File: config.mk
export PLATFORM = sky130hd
export DESIGN_NAME = keypad_encoder
export DESIGN_NICKNAME = d
export VERILOG_FILES = /design/src/rtl/keypad_encoder.sv
export SDC_FILE = /design/constraint.sdc
export NUM_CORES = 1
export LEC_CHECK = 0
export CAP_MARGIN = 10
export CORE_MARGIN = 2
export CORE_UTILIZATION = 35
export CTS_CLUSTER_SIZE = 28
export DETAILED_ROUTE_END_ITERATION = 7
export PLACE_DENSITY_LB_ADDON = 0.15
export SLEW_MARGIN = 15
export SYNTH_ARGS = -nofsm -noshare
export SYNTH_HDL_FRONTEND = slang
export SYNTH_SLANG_ARGS = --single-unit
File: constraint.sdc
create_clock -name clock -period 8.1 [get_ports clock]
set_input_delay 1.215 -clock clock [delete_from_list [all_inputs] [get_ports clock]]
set_output_delay 1.215 -clock clock [all_outputs]
set_load 0.03 [all_outputs]
File: src/rtl/keypad_encoder.sv
// 4x4 active-low matrix keypad scanner with debounce; encodes accepted keys
// onto the feeder keyboard interface (digit strobe/value, option strobe/code).
module keypad_encoder #(
    parameter int SCAN_DIV       = 50000,
    parameter int DEBOUNCE_TICKS = 10
) (
    input  logic       clock,
    input  logic       reset,
    input  logic [3:0] keypad_row,
    output logic [3:0] keypad_col,
    output logic [3:0] keyboard_digit,
    output logic       digit_enable,
    output logic [2:0] keyboard_option,
    output logic       option_enable,
    output logic       key_held
);

    localparam int TW = (SCAN_DIV > 1) ? $clog2(SCAN_DIV) : 1;
    localparam int CW = $clog2(DEBOUNCE_TICKS + 1);

    typedef enum logic [2:0] {SCAN, DEBOUNCE, PRESSED, HELD, RELEASE} state_e;
    typedef enum logic [1:0] {KEY_NONE, KEY_DIGIT, KEY_OPTION} key_kind_e;

    typedef struct packed {
        key_kind_e  kind;
        logic [3:0] digit;
        logic [2:0] option;
    } key_code_t;

    state_e        state, next_state;
    logic [TW-1:0] tick_cnt;
    logic          tick;
    logic [CW-1:0] cnt, cnt_next, cnt_inc;
    logic [3:0]    row_meta, row_sync;
    logic [1:0]    col_idx, key_row, low_row, press_row;
    logic          any_low, latch, rotate;
    key_code_t     code;

    // Row/column position to keypad legend.
    function automatic key_code_t decode(input logic [1:0] row, input logic [1:0] col);
        key_code_t k;
        k = '{kind: KEY_NONE, digit: 4'd0, option: 3'd0};
        if (col == 2'd3) begin
            k.kind   = KEY_OPTION;
            k.option = {1'b0, row} + 3'd1;
        end else if (row != 2'd3) begin
            k.kind  = KEY_DIGIT;
            k.digit = {2'b00, row} * 4'd3 + {2'b00, col} + 4'd1;
        end else if (col == 2'd0) begin
            k.kind = KEY_OPTION;
        end else if (col == 2'd1) begin
            k.kind = KEY_DIGIT;
        end
        return k;
    endfunction

    // NOTE: sequential state uses non-blocking assignments so every flop samples pre-edge values.
    always_ff @(posedge clock or posedge reset) begin
        if (reset) begin
            row_meta <= 4'hF;
            row_sync <= 4'hF;
        end else begin
            row_meta <= keypad_row;
            row_sync <= row_meta;
        end
    end

    always_ff @(posedge clock or posedge reset) begin
        if (reset)     tick_cnt <= '0;
        else if (tick) tick_cnt <= '0;
        else           tick_cnt <= tick_cnt + TW'(1);
    end

    assign tick    = (tick_cnt == TW'(SCAN_DIV - 1));
    assign any_low = ~&row_sync;
    assign low_row = !row_sync[0] ? 2'd0 : !row_sync[1] ? 2'd1 : !row_sync[2] ? 2'd2 : 2'd3;
    assign cnt_inc = cnt + CW'(1);
    assign press_row  = latch ? low_row : key_row;
    assign code       = decode(press_row, col_idx);
    assign keypad_col = ~(4'b0001 << col_idx);

    // NOTE: every combinational output gets a default first so no latch is inferred.
    always_comb begin
        next_state = state;
        cnt_next   = cnt;
        latch      = 1'b0;
        rotate     = 1'b0;
        case (state)
            SCAN: if (tick) begin
                if (any_low) begin
                    latch      = 1'b1;
                    cnt_next   = CW'(1);
                    next_state = (DEBOUNCE_TICKS == 1) ? PRESSED : DEBOUNCE;
                end else begin
                    rotate = 1'b1;
                end
            end
            DEBOUNCE: if (tick) begin
                if (any_low && low_row == key_row) begin
                    if (cnt_inc == CW'(DEBOUNCE_TICKS)) next_state = PRESSED;
                    else                                cnt_next   = cnt_inc;
                end else begin
                    next_state = SCAN;
                end
            end
            PRESSED: next_state = HELD;
            HELD: if (tick && row_sync[key_row]) begin
                cnt_next   = CW'(1);
                next_state = (DEBOUNCE_TICKS == 1) ? SCAN : RELEASE;
            end
            RELEASE: if (tick) begin
                if (!row_sync[key_row])                  next_state = HELD;
                else if (cnt_inc == CW'(DEBOUNCE_TICKS)) next_state = SCAN;
                else                                     cnt_next   = cnt_inc;
            end
            default: next_state = SCAN;
        endcase
    end

    always_ff @(posedge clock or posedge reset) begin
        if (reset) begin
            state   <= SCAN;
            cnt     <= '0;
            col_idx <= 2'd0;
            key_row <= 2'd0;
        end else begin
            state <= next_state;
            cnt   <= cnt_next;
            if (rotate) col_idx <= col_idx + 2'd1;
            if (latch)  key_row <= low_row;
        end
    end

    // Strobe and data register together so the value is valid while the strobe is high.
    always_ff @(posedge clock or posedge reset) begin
        if (reset) begin
            keyboard_digit  <= 4'd0;
            keyboard_option <= 3'd0;
            digit_enable    <= 1'b0;
            option_enable   <= 1'b0;
            key_held        <= 1'b0;
        end else begin
            digit_enable  <= 1'b0;
            option_enable <= 1'b0;
            if (next_state == PRESSED) begin
                if (code.kind == KEY_DIGIT) begin
                    digit_enable   <= 1'b1;
                    keyboard_digit <= code.digit;
                end else if (code.kind == KEY_OPTION) begin
                    option_enable   <= 1'b1;
                    keyboard_option <= code.option;
                end
            end
            if (state == PRESSED)
                key_held <= 1'b1;
            else if ((state == HELD || state == RELEASE) && next_state == SCAN)
                key_held <= 1'b0;
        end
    end

endmodule

## After elaboration in Yosys (flattened, before gate mapping)

Index checks and enable logic that the tools add are counted.

- $add $sub $neg: 6
- Multipliers: 1
- Magnitude comparators: 1
- Equality and inequality tests: 20
- Shift-type cells: 1
- Muxes and demuxes: 46
- Bitwise gates (word level): 2
- Reductions and logical operators: 14

Operator list:

| cell | count |
|---|---|
| $mux W4 | 10 |
| $mux W3 | 10 |
| $add A16 B1 Y16 const B | 1 |
| $eq A16 B16 Y1 const B | 1 |
| $mux W1 | 16 |
| $mux W16 | 1 |
| $ne A2 B2 Y1 const B | 8 |
| $pmux W4 S4 | 1 |
| $pmux W3 S5 | 1 |
| $mux W2 | 6 |
| $eq A3 B2 Y1 const B | 3 |
| $add A4 B1 Y4 const B | 2 |
| $reduce_and A8 Y1 | 1 |
| $logic_not A3 Y1 | 2 |
| $add A4 B2 Y4 | 1 |
| $eq A2 B1 Y1 const B | 2 |
| $eq A2 B2 Y1 const B | 2 |
| $eq A4 B4 Y1 const B | 1 |
| $mul A2 B2 Y4 const B | 1 |
| $not A4 Y4 | 1 |
| $reduce_and A4 Y1 | 1 |
| $reduce_bool A4 Y1 | 1 |
| $shl A1 B2 Y4 const A | 1 |
| $add A2 B1 Y3 const B | 1 |
| 14 further kinds | 16 |

- Flip-flop bits (word level): 45
- Input bits: 6

## Depth between registers and ports, before layout

Gate-level depths: netlist of run 1.

- Word-level depth: 12
- Gate-level depth with buffers: 14

## Worst setup path after synthesis of run 1

OpenSTA, ideal clock, no wires.

- Path kind: flip-flop to flip-flop
- Start point: register tick_cnt[0]
- End point: register keyboard_digit[3]
- Library setup time: 0.125 ns
- Data arrival time: 3.031 ns
- Path slack: 4.945 ns
- Cell stages (with the launch flop): 15
- Clock period less this slack: 3.155 ns
- Cell sequence: dfrtp_1 > ha_1 > and3_1 > and4_1 > buf_4 > and4b_1 > mux2_2 > inv_1 > fa_1 > inv_1 > ha_1 > a21o_1 > a21oi_1 > nor3_1 > mux2_2

- Word-level cells in the longest chain between the ends: 9

RTL lines:

| item | line | source |
|---|---|---|
| start, declared | 31 | `logic [TW-1:0] tick_cnt;` |
| start signal, assigned | 71 | `else tick_cnt <= tick_cnt + TW'(1);` |
| $eq A16 B16 Y1 * | 74 | `assign tick = (tick_cnt == TW'(SCAN_DIV - 1));` |
| $mux W1 * | 89 | `SCAN: if (tick) begin` |
| $mux W1 * | 88 | `case (state)` |
| $mux W2 * | n/a |  |
| net press_row[1] | 35 | `logic [1:0] col_idx, key_row, low_row, press_row;` |
| $mul A2 B2 Y4 or $ne A2 B2 Y1 (tied branches) | 48, 46 |  |
| $add A4 B2 Y4 or $mux W2 (tied branches) | 48, 46 |  |
| $add A4 B1 Y4 or $mux W2 (tied branches) | 48, 43 |  |
| $mux W4 or $eq A2 B1 Y1 (tied branches) | 46, 146 |  |
| $mux W4 or $reduce_and A2 Y1 (tied branches) | n/a |  |
| end signal, assigned | 148 | `keyboard_digit <= code.digit;` |
| end, declared | 11 | `output logic [3:0] keyboard_digit,` |

The timed path passes the listed nets; every way through them passes the cells marked *.
A chain may end at the register's enable or synchronous reset.

## Worst setup path after layout of run 1

Same ends and word-level chain as after synthesis.

==> out/metrics.yaml, run 1 <==
global_route:
  grt_overflow: 0
  grt_use_met1_pct: 19.0
  globalRouteMet2Util_pct: 17.9
  grt_pass1_vias: 1596
  track_usage_pct: 12.5
  antenna_found_initial: 0
  met3_usage_pct: 2.92
  grt_max_degree: 46
  busiest_layer: "met1"
  grt_pass1_wl_um: 7640
power_and_ir_drop:
  p_per_area_mw_per_mm2: 144
  p_leak_nw: 1.27
  ir_drop_mv: 0.0651
floorplanning:
  die_h_um: 88.2
  initial_core_util_pct: 36.3
  dieArea_mm2: 0.00777
  num_rows: 30
  die_w_um: 88.2
  ios: 20
  core_area_mm2: 0.00683
yosys:
  syn_area_mm2: 0.00248
  async_flop_share_pct: 100
  synth_flop_cell: "dfrtp_1"
  yosysWarnings: 0
  synth_top_area_share_pct: 37.3
  synth_seq_area_share_pct: 45.8
  synth_area_leaders: "dfrtp_1, dfstp_2, ha_1, xnor2_1, inv_1"
  postSynthCellCount: 242
  syn_nets: 261
  avgSynthCellArea_um2: 10.2
  synth_edf_count: 0
  synth_top_cell_by_area: "dfrtp_1"
  synth-seq-cells: 45
  yosysUniqueCellTypes: 52
timing:
  timing.final.crit_share_pct: 46.2
  post-route-min-period_ps: 3740
  fmax_mhz: 267
  fin_ws_ps: 4360
  fin_setup_tns_ps: 0
  slew_viol_final: 0
  hold_violations: 0
  tightest_slew_ps: 947
  rsz0062_at_grt: "false"
  maxSlewHeadroom_pct: 36.8
  setup_viol: 0
  fin_skew_ps: 4.53
clock_network:
  cts.sinks: 45
  clkTransAtPathRegs_ps: 80
  cts_root_buffer: "clkbuf_8"
  clk_path_buf_depth: 2
  clk_latency_ps: 290
  postCtsHoldBufs: 0
  post_cts_resized: 0
  cts_tree: "yes"
  postCtsSetupBuffers: 0
  cts_buffers: 5
  htreeDepth: 2
drt:
  ant_nets: 0
  drc: 0
  vias_per_cell: 4.81
  initialDrtViolationCount: 102
  vias: 1722
  drt_pass1_iterations: 4
  avgRoutedWirePerCell_um: 12.5
  wl_um: 4470
cells_and_area:
  drive_gt1_share_pct: 10.7
  nNetsFinal: 280
  n_antenna_cell: 0
  area_delta_synth_final_pct: 15.9
  fillCellCount: 694
critical_path:
  critPathSlowestCell: "and4_1"
  slowest_delay_ps: 600
  worstSetupEndpointType: "flip-flop"
  startpoint_type: "flip-flop"
  arrival_ps: 3920
  cp_cell_sequence: "ha_1 > and3_1 > and4_1 > and4b_1 > mux2_2 > inv_1 > fa_1 > inv_1 > ha_1 > a21o_1 > a21oi_1 > nor3_1 > mux2_2"
  required_ps: 8280
  crit_type: "flip-flop to flip-flop"
  cp_max_fo: 18
  path_buf_inv: 2
  critPathTopFamily: "simple AND/OR/NAND/NOR gates"
flow_run:
  cap_violations: 0
placed_design:
  post-place-ws_ps: 4370
  finalWeightedCongestion: 0.727
  dp_hpwl_um: 3170
  port_buffers: 19
outcome:
  status: "complete, no violations"
worst_hold_path:
  hold_class: "flip-flop to flip-flop"
## flip-flops by register name, indices dropped and copies added, names as in the netlist, 3 cells and up
register         cells
cnt                  4
state                3
tick_cnt            16
keyboard_digit       4
row_meta             4
keyboard_option      3
row_sync             4
## layout by cell type (no fill, tap or decap), drive strengths merged, types with 5 or more instances in the layout
| master | count |
|---|---|
| xnor2 | 10 |
| ha | 11 |
| inv | 22 |
| nor2 | 22 |
| nor3 | 6 |
| dfrtp | 37 |
| dfstp | 8 |
| nand3 | 7 |
| o21ai | 7 |
| nand2 | 19 |
| mux2i | 5 |
| xor2 | 5 |
| a21oi | 5 |
| clkbuf | 7 |
| nand4 | 6 |
| clkdlybuf4s50 | 19 |
| mux2 | 6 |
| nor2b | 6 |
## kinds of logic (layout without fill, tap and decap cells)
family,count (synthesis),in the layout,share of synthesized area [%]
AO/OA/AOI/OAI,34,34,10.4
XOR/XNOR,15,15,5.30
adder cells (fa/ha/maj),13,13,7.16
buffers and inverters,29,49,4.64
flip-flops,45,45,45.8
multiplexers,12,12,5.65
AND/OR/NAND/NOR,94,94,21.0
## metal layers
layer	vias up	part of all wire, %
met1	820	53
met2	24	43
met3	4	3.4
met4	0	0.85
li1	874	-
met5	-	0
## cells in the mapped netlist (2+ instances only)
cell,number
nor3b_1,2
a21oi_1,5
a21boi_0,2
xnor2_1,10
nand2_1,19
inv_1,22
nand2b_1,3
and4_1,2
nand4_1,5
mux2i_1,5
or3_1,2
buf_2,2
and3_1,3
nor4bb_1,4
mux2_2,6
nor2b_1,6
fa_1,2
clkbuf_1,4
nand3_1,7
a21o_1,4
o211ai_1,4
dfrtp_1,37
o21ai_0,4
o21ai_1,2
nand3b_1,4
xor2_1,5
and2_1,2
dfstp_2,8
nor2_1,22
nor3_1,6
nor4b_1,2
ha_1,11
## through the flow
stage	hold slack (ps)	area (µm²)	util (%)	cells	total power, mW
final	358	2870	42.1	358	0.413
after global routing	361	2870	42.1	358	0.431
after CTS	360	2870	42.1	358	0.422
after global placement	346	2760	40.4	350	0.244
after detailed placement	347	2760	40.4	350	0.244
after floorplan	345	2480	-	242	0.239
## final timing paths
kind                                             from                       endpoint  slack [ps]  depth (start not counted)
worst max-delay path            tick_cnt[0]$_DFF_PP0_  keyboard_digit[3]$_DFFE_PP0P_        4360                         13
min in group asynchronous                       reset          tick_cnt[3]$_DFF_PP0_        1460                          2
worst max register to register  tick_cnt[0]$_DFF_PP0_  keyboard_digit[3]$_DFFE_PP0P_        4360                         13
worst min register to register  row_meta[3]$_DFF_PP1_          row_sync[3]$_DFF_PP1_         360                          0
worst min-delay path            row_meta[3]$_DFF_PP1_          row_sync[3]$_DFF_PP1_         360                          0
max in group asynchronous                       reset             cnt[2]$_DFFE_PP0P_        6060                          2
## final cells by class
cell class | count | area (µm²) | area share [%]
clock buffers | 7 | 86.3 | 3.00
clock inverters | 1 | 30.0 | 1.04
inverters | 22 | 82.6 | 2.87
multi-input cells | 168 | 1230 | 42.8
flip-flops and latches | 45 | 1140 | 39.5
well taps | 96 | 120 | 4.18
repair buffers | 19 | 190 | 6.62
## report_power, final
part           leakage, nW  internal [mW]  switching, mW
combinational        0.628        0.00348        0.00619
sequential           0.587          0.228        0.00128
clock               0.0585          0.101         0.0738
Note: power is estimated with default switching activity, not from simulation.
==> run 2, diff against run 1 <==
==> constraint.sdc (replaced) <==
create_clock -name clock -period 3.5 [get_ports clock]
set_input_delay 0.525 -clock clock [delete_from_list [all_inputs] [get_ports clock]]
set_output_delay 0.525 -clock clock [all_outputs]
set_load 0.03 [all_outputs]
==> out/metrics.yaml, run 2 (synthesis gave the netlist of run 1 again) <==
timing:
  fmax_mhz: 307
  fin_setup_tns_ps: 0
  rsz0062_at_grt: "false"
  timing.final.crit_share_pct: 93.2
  hold_violations: 0
  fin_skew_ps: 10.8
  tightest_slew_ps: 925
  post-route-min-period_ps: 3260
  maxSlewHeadroom_pct: 38.2
  setup_viol: 0
  slew_viol_final: 0
critical_path:
  arrival_ps: 3450
  required_ps: 3690
  r2r-start: "tick_cnt[0]$_DFF_PP0_"
  cp_cell_sequence: "ha_1 > and3_1 > and4_1 > and4b_1 > mux2_2 > inv_1 > fa_1 > inv_1 > ha_1 > a21o_1 > a21oi_1 > nor3_1 > mux2_2"
  slowest_delay_ps: 440
  cp_max_fo: 6
  critPathSlowestCell: "dfrtp_1"
  worstSetupEndpointType: "flip-flop"
  crit_type: "flip-flop to flip-flop"
  worstReg2RegEnd: "keyboard_digit[3]$_DFFE_PP0P_"
  r2r_setup_slack_ps: 240
  reg2regPathDepth: 13
  startpoint_type: "flip-flop"
cells_and_area:
  layout_commonest_cell: "dfrtp_1"
  nNetsFinal: 283
  regMostFlops: "tick_cnt"
  n_antenna_cell: 0
  largest_reg_flops: 16
  fin_area_mm2: 0.00287
  fillCellCount: 689
  drive_gt1_share_pct: 12.1
  area_delta_synth_final_pct: 15.7
  layout_common_cells: "dfrtp_1, nor2_1, inv_1, nand2_1, clkdlybuf4s50_1"
floorplanning:
  die_w_um: 88.2
  initial_core_util_pct: 36.3
  dieArea_mm2: 0.00777
  core_area_mm2: 0.00683
  die_h_um: 88.2
  num_rows: 30
  ios: 20
global_route:
  track_usage_pct: 12.8
  antenna_found_initial: 0
  grt_pass1_vias: 1663
  grt_overflow: 0
  grt_max_degree: 46
  grt_pass1_wl_um: 7850
outcome:
  status: "complete, no violations"
drt:
  drt_pass1_iterations: 5
  vias_per_cell: 4.80
  vias: 1731
  ant_nets: 0
  avgRoutedWirePerCell_um: 12.0
  drc: 0
  initialDrtViolationCount: 62
  wl_um: 4330
worst_hold_path:
  hp-start: "row_meta[0]$_DFF_PP1_"
  hold_end: "row_sync[0]$_DFF_PP1_"
  hold_class: "flip-flop to flip-flop"
  hold_path_depth: 0
clock_network:
  cts_root_buffer: "clkbuf_8"
  cts_buffers: 5
  cts.sinks: 45
  post_cts_resized: 0
  postCtsSetupBuffers: 0
  clk_latency_ps: 300
  clk_path_buf_depth: 2
  postCtsHoldBufs: 0
  cts_tree: "yes"
  htreeDepth: 2
  clkTransAtPathRegs_ps: 90
placed_design:
  finalWeightedCongestion: 0.750
  dp_hpwl_um: 3160
  port_buffers: 19
  place_area_mm2: 0.00278
power_and_ir_drop:
  ir_drop_mv: 0.215
  p_leak_nw: 1.27
  p_per_area_mw_per_mm2: 306
  power_uw: 878
flow_run:
  cap_violations: 0
-- run 2: stage by stage --
step	hold slack (ps)	setup WS [ps]	instances	utilization (%)
after floorplan	345	345	242	-
after global placement	346	318	353	40.7
after detailed placement	347	232	353	40.7
after CTS	362	210	361	42.0
after global routing	367	75.3	361	42.0
final	360	238	361	42.0
-- run 2: how the worst max path moves through the flow --
stage,startpoint,depth (start not counted),endpoint
4_1_cts,tick_cnt[0]$_DFF_PP0_,13,keyboard_digit[3]$_DFFE_PP0P_
3_3_place_gp,tick_cnt[0]$_DFF_PP0_,13,keyboard_digit[3]$_DFFE_PP0P_
6_report,tick_cnt[0]$_DFF_PP0_,13,keyboard_digit[3]$_DFFE_PP0P_
5_1_grt,tick_cnt[0]$_DFF_PP0_,13,keyboard_digit[3]$_DFFE_PP0P_
3_5_place_dp,tick_cnt[0]$_DFF_PP0_,13,keyboard_digit[3]$_DFFE_PP0P_
2_1_floorplan,tick_cnt[0]$_DFF_PP0_,14,keyboard_digit[3]$_DFFE_PP0P_
-- run 2: final cells by class --
| cell class | count | area (µm²) | area share [%] |
|---|---|---|---|
| well taps | 96 | 120 | 4.18 |
| flip-flops and latches | 45 | 1140 | 39.6 |
| multi-input cells | 168 | 1230 | 42.8 |
| repair buffers | 22 | 213 | 7.41 |
| clock inverters | 3 | 21.3 | 0.741 |
| inverters | 22 | 82.6 | 2.88 |
| clock buffers | 5 | 68.8 | 2.40 |
-- run 2: routing by layer --
metal,up-vias,global-route usage (%),wire [µm]
li1,880,-,-
met3,2,3.20,113
met1,835,19.2,2310
met5,-,0,0
met2,14,18.3,1890
met4,0,3.31,24
-- run 2: where the power goes --
group | switching [mW] | internal [mW]
logic | 0.0140 | 0.00805
clock network | 0.183 | 0.142
registers | 0.00319 | 0.528
total | 0.200 | 0.678
-- run 2: critical path, delay by kind of cell (launching register included) --
kind                       cells  cell delay (ps)
AOI/OAI and AO/OA              2              280
DFF                            1              440
muxes                          2              660
buffers and inverters          2              180
adders and majority gates      3              860
and+or+nand+nor                4              750
==> run 3, diff against run 2 <==
--- a/config.mk
+++ b/config.mk
@@ -5,11 +5,14 @@
 export SDC_FILE = /design/constraint.sdc
 export NUM_CORES = 1
 export LEC_CHECK = 0
+export ABC_AREA = 1
 export CAP_MARGIN = 10
 export CORE_MARGIN = 2
 export CORE_UTILIZATION = 35
 export CTS_CLUSTER_SIZE = 28
 export DETAILED_ROUTE_END_ITERATION = 7
+export GPL_TIMING_DRIVEN = 1
+export HOLD_SLACK_MARGIN = 0.06
 export PLACE_DENSITY_LB_ADDON = 0.15
 export SLEW_MARGIN = 15
 export SYNTH_ARGS = -nofsm -noshare
==> out/metrics.yaml, run 3 <==
timing:
  fin_setup_tns_ps: 0
  fin_skew_ps: 12.3
  slew_viol_final: 0
  setup_viol: 0
  maxSlewHeadroom_pct: 38.2
  whs_ps: 359
  hold_violations: 0
  timing.final.crit_share_pct: 89.2
  fmax_mhz: 320
  post-route-min-period_ps: 3120
  tightest_slew_ps: 926
  rsz0062_at_grt: "false"
global_route:
  grt_pass1_vias: 1990
  track_usage_pct: 13.5
  grt_max_degree: 46
  grt_overflow: 0
  antenna_found_initial: 0
  grt_pass1_wl_um: 8940
critical_path:
  reg2regPathDepth: 16
  arrival_ps: 3310
  slowest_delay_ps: 510
  crit_type: "flip-flop to flip-flop"
  cp_max_fo: 7
  worstSetupEndpointType: "flip-flop"
  cp_cell_sequence: "ha_1 > nand3_1 > nor2_2 > nand2_4 > inv_4 > nand2_4 > inv_2 > nand2_1 > o21ai_2 > inv_1 > fa_1 > inv_1 > fa_1 > or2_2 > nand3_1 > o21ai_0"
  required_ps: 3690
  startpoint_type: "flip-flop"
  critPathSlowestCell: "fa_1"
  startpoint: "tick_cnt[0]$_DFF_PP0_"
  r2r-start: "tick_cnt[0]$_DFF_PP0_"
yosys:
  avgSynthCellArea_um2: 8.03
  syn_nets: 341
  synth_top_area_share_pct: 35.8
  yosysMostFrequentCell: "nand2_1"
  synth_top_cell_by_area: "dfrtp_1"
  synth_commonest_cells: "nand2_1, inv_1, dfrtp_1"
  synth_flop_cell: "dfrtp_1"
  synth_seq_area_share_pct: 43.9
  postSynthCellCount: 322
  yosysUniqueCellTypes: 36
  syn_area_mm2: 0.00258
  synth_edf_count: 0
  synth-seq-cells: 45
  async_flop_share_pct: 100
  synth_area_leaders: "dfrtp_1, nand2_1, dfstp_2, inv_1, ha_1"
  yosysWarnings: 0
cells_and_area:
  layout_common_cells: "nand2_1, inv_1, dfrtp_1, nor2_1, nand3_1"
  fillCellCount: 760
  fin_cells: 447
  regMostFlops: "tick_cnt"
  area_delta_synth_final_pct: 15.6
  n_antenna_cell: 0
  layout_commonest_cell: "nand2_1"
  nNetsFinal: 366
  drive_gt1_share_pct: 12.9
  largest_reg_flops: 16
drt:
  vias_per_cell: 4.66
  drt_pass1_iterations: 5
  drc: 0
  vias: 2084
  avgRoutedWirePerCell_um: 11.2
  ant_nets: 0
  initialDrtViolationCount: 129
  wl_um: 5020
floorplanning:
  die_h_um: 89.9
  dieArea_mm2: 0.00809
  die_w_um: 89.9
  num_rows: 31
  initial_core_util_pct: 35.8
  ios: 20
  core_area_mm2: 0.00721
placed_design:
  port_buffers: 19
  finalWeightedCongestion: 0.816
  dp_hpwl_um: 3770
  place_inst: 439
worst_hold_path:
  hold_class: "flip-flop to flip-flop"
  hp-start: "row_meta[0]$_DFF_PP1_"
  hold_path_depth: 0
clock_network:
  post_cts_resized: 0
  cts_root_buffer: "clkbuf_8"
  postCtsHoldBufs: 0
  postCtsSetupBuffers: 0
  clk_path_buf_depth: 2
  htreeDepth: 2
  clkTransAtPathRegs_ps: 90
  clk_latency_ps: 310
  cts_buffers: 5
  cts_tree: "yes"
  cts.sinks: 45
power_and_ir_drop:
  p_leak_nw: 1.47
  ir_drop_mv: 0.180
  p_per_area_mw_per_mm2: 300
  power_uw: 895
outcome:
  status: "complete, no violations"
flow_run:
  cap_violations: 0
[run 3: cell count changes after synthesis, sizes merged, moves of 5 or more]
cell,change
inv,+24
mux2,-5
mux2i,-5
nand2,+77
nand3,+15
nor2,+17
nor2b,-6
o21ai,+10
xnor2,-8
[run 3: power by group]
group	internal [mW]	leakage [nW]	switching, mW
sequential	0.528	0.587	0.00242
combinational	0.00842	0.838	0.0182
clock	0.144	0.0447	0.194
total	0.681	1.47	0.214
[run 3: metrics by stage]
step | setup slack [ps] | utilization (%) | instance area (µm²)
CTS | 349 | 41.4 | 2990
detailed placement | 365 | 40.1 | 2890
global route | 131 | 41.4 | 2990
global placement | 445 | 40.1 | 2890
floorplan | 579 | - | 2580
finish | 380 | 41.4 | 2990
[run 3: logic make-up after synthesis]
group,synth area share [%]
buffers and inverters,7.16
adders and majority gates,6.87
xor gates and xnor gates,2.71
muxes,0.581
and+or+nand+nor,31.9
DFF,43.9
AOI/OAI and AO/OA,6.78
[run 3: final cells by class]
| class | count | area, µm² | share of cell area (%) |
|---|---|---|---|
| clock buffers | 5 | 68.8 | 2.30 |
| repair buffers | 19 | 190 | 6.37 |
| inverters | 47 | 180 | 6.03 |
| clock inverters | 3 | 25.0 | 0.838 |
| well taps | 99 | 124 | 4.15 |
| multi-input cells | 229 | 1260 | 42.3 |
| flip-flops and latches | 45 | 1140 | 38.0 |
[run 3: worst paths after layout]
path                                            endpoint  slack, ps
setup / recovery           keyboard_digit[2]$_DFFE_PP0P_        380
hold / removal                     row_sync[0]$_DFF_PP1_        360
setup reg to reg           keyboard_digit[2]$_DFFE_PP0P_        380
hold reg to reg                    row_sync[0]$_DFF_PP1_        360
max in group asynchronous           key_held$_DFFE_PP0P_       2190
min in group asynchronous          tick_cnt[4]$_DFF_PP0_        740
[run 3: worst max-delay path, delay by kind of cell (launching register included)]
kind | cells | cell delay (ps)
adders and majority gates | 3 | 1120
buffers and inverters | 4 | 340
AOI/OAI and AO/OA | 2 | 190
DFF | 1 | 380
and+or+nand+nor | 7 | 980
[run 3: per-layer routing]
| layer | share of wire, % | up-vias | global-route usage (%) | routed length [µm] |
|---|---|---|---|---|
| li1 | - | 1070 | - | - |
| met1 | 48 | 963 | 18.1 | 2430 |
| met2 | 46 | 44 | 21.5 | 2290 |
| met3 | 4.6 | 7 | 3.10 | 232 |
| met4 | 1.4 | 0 | 4.74 | 72 |
| met5 | 0 | - | 0 | 0 |
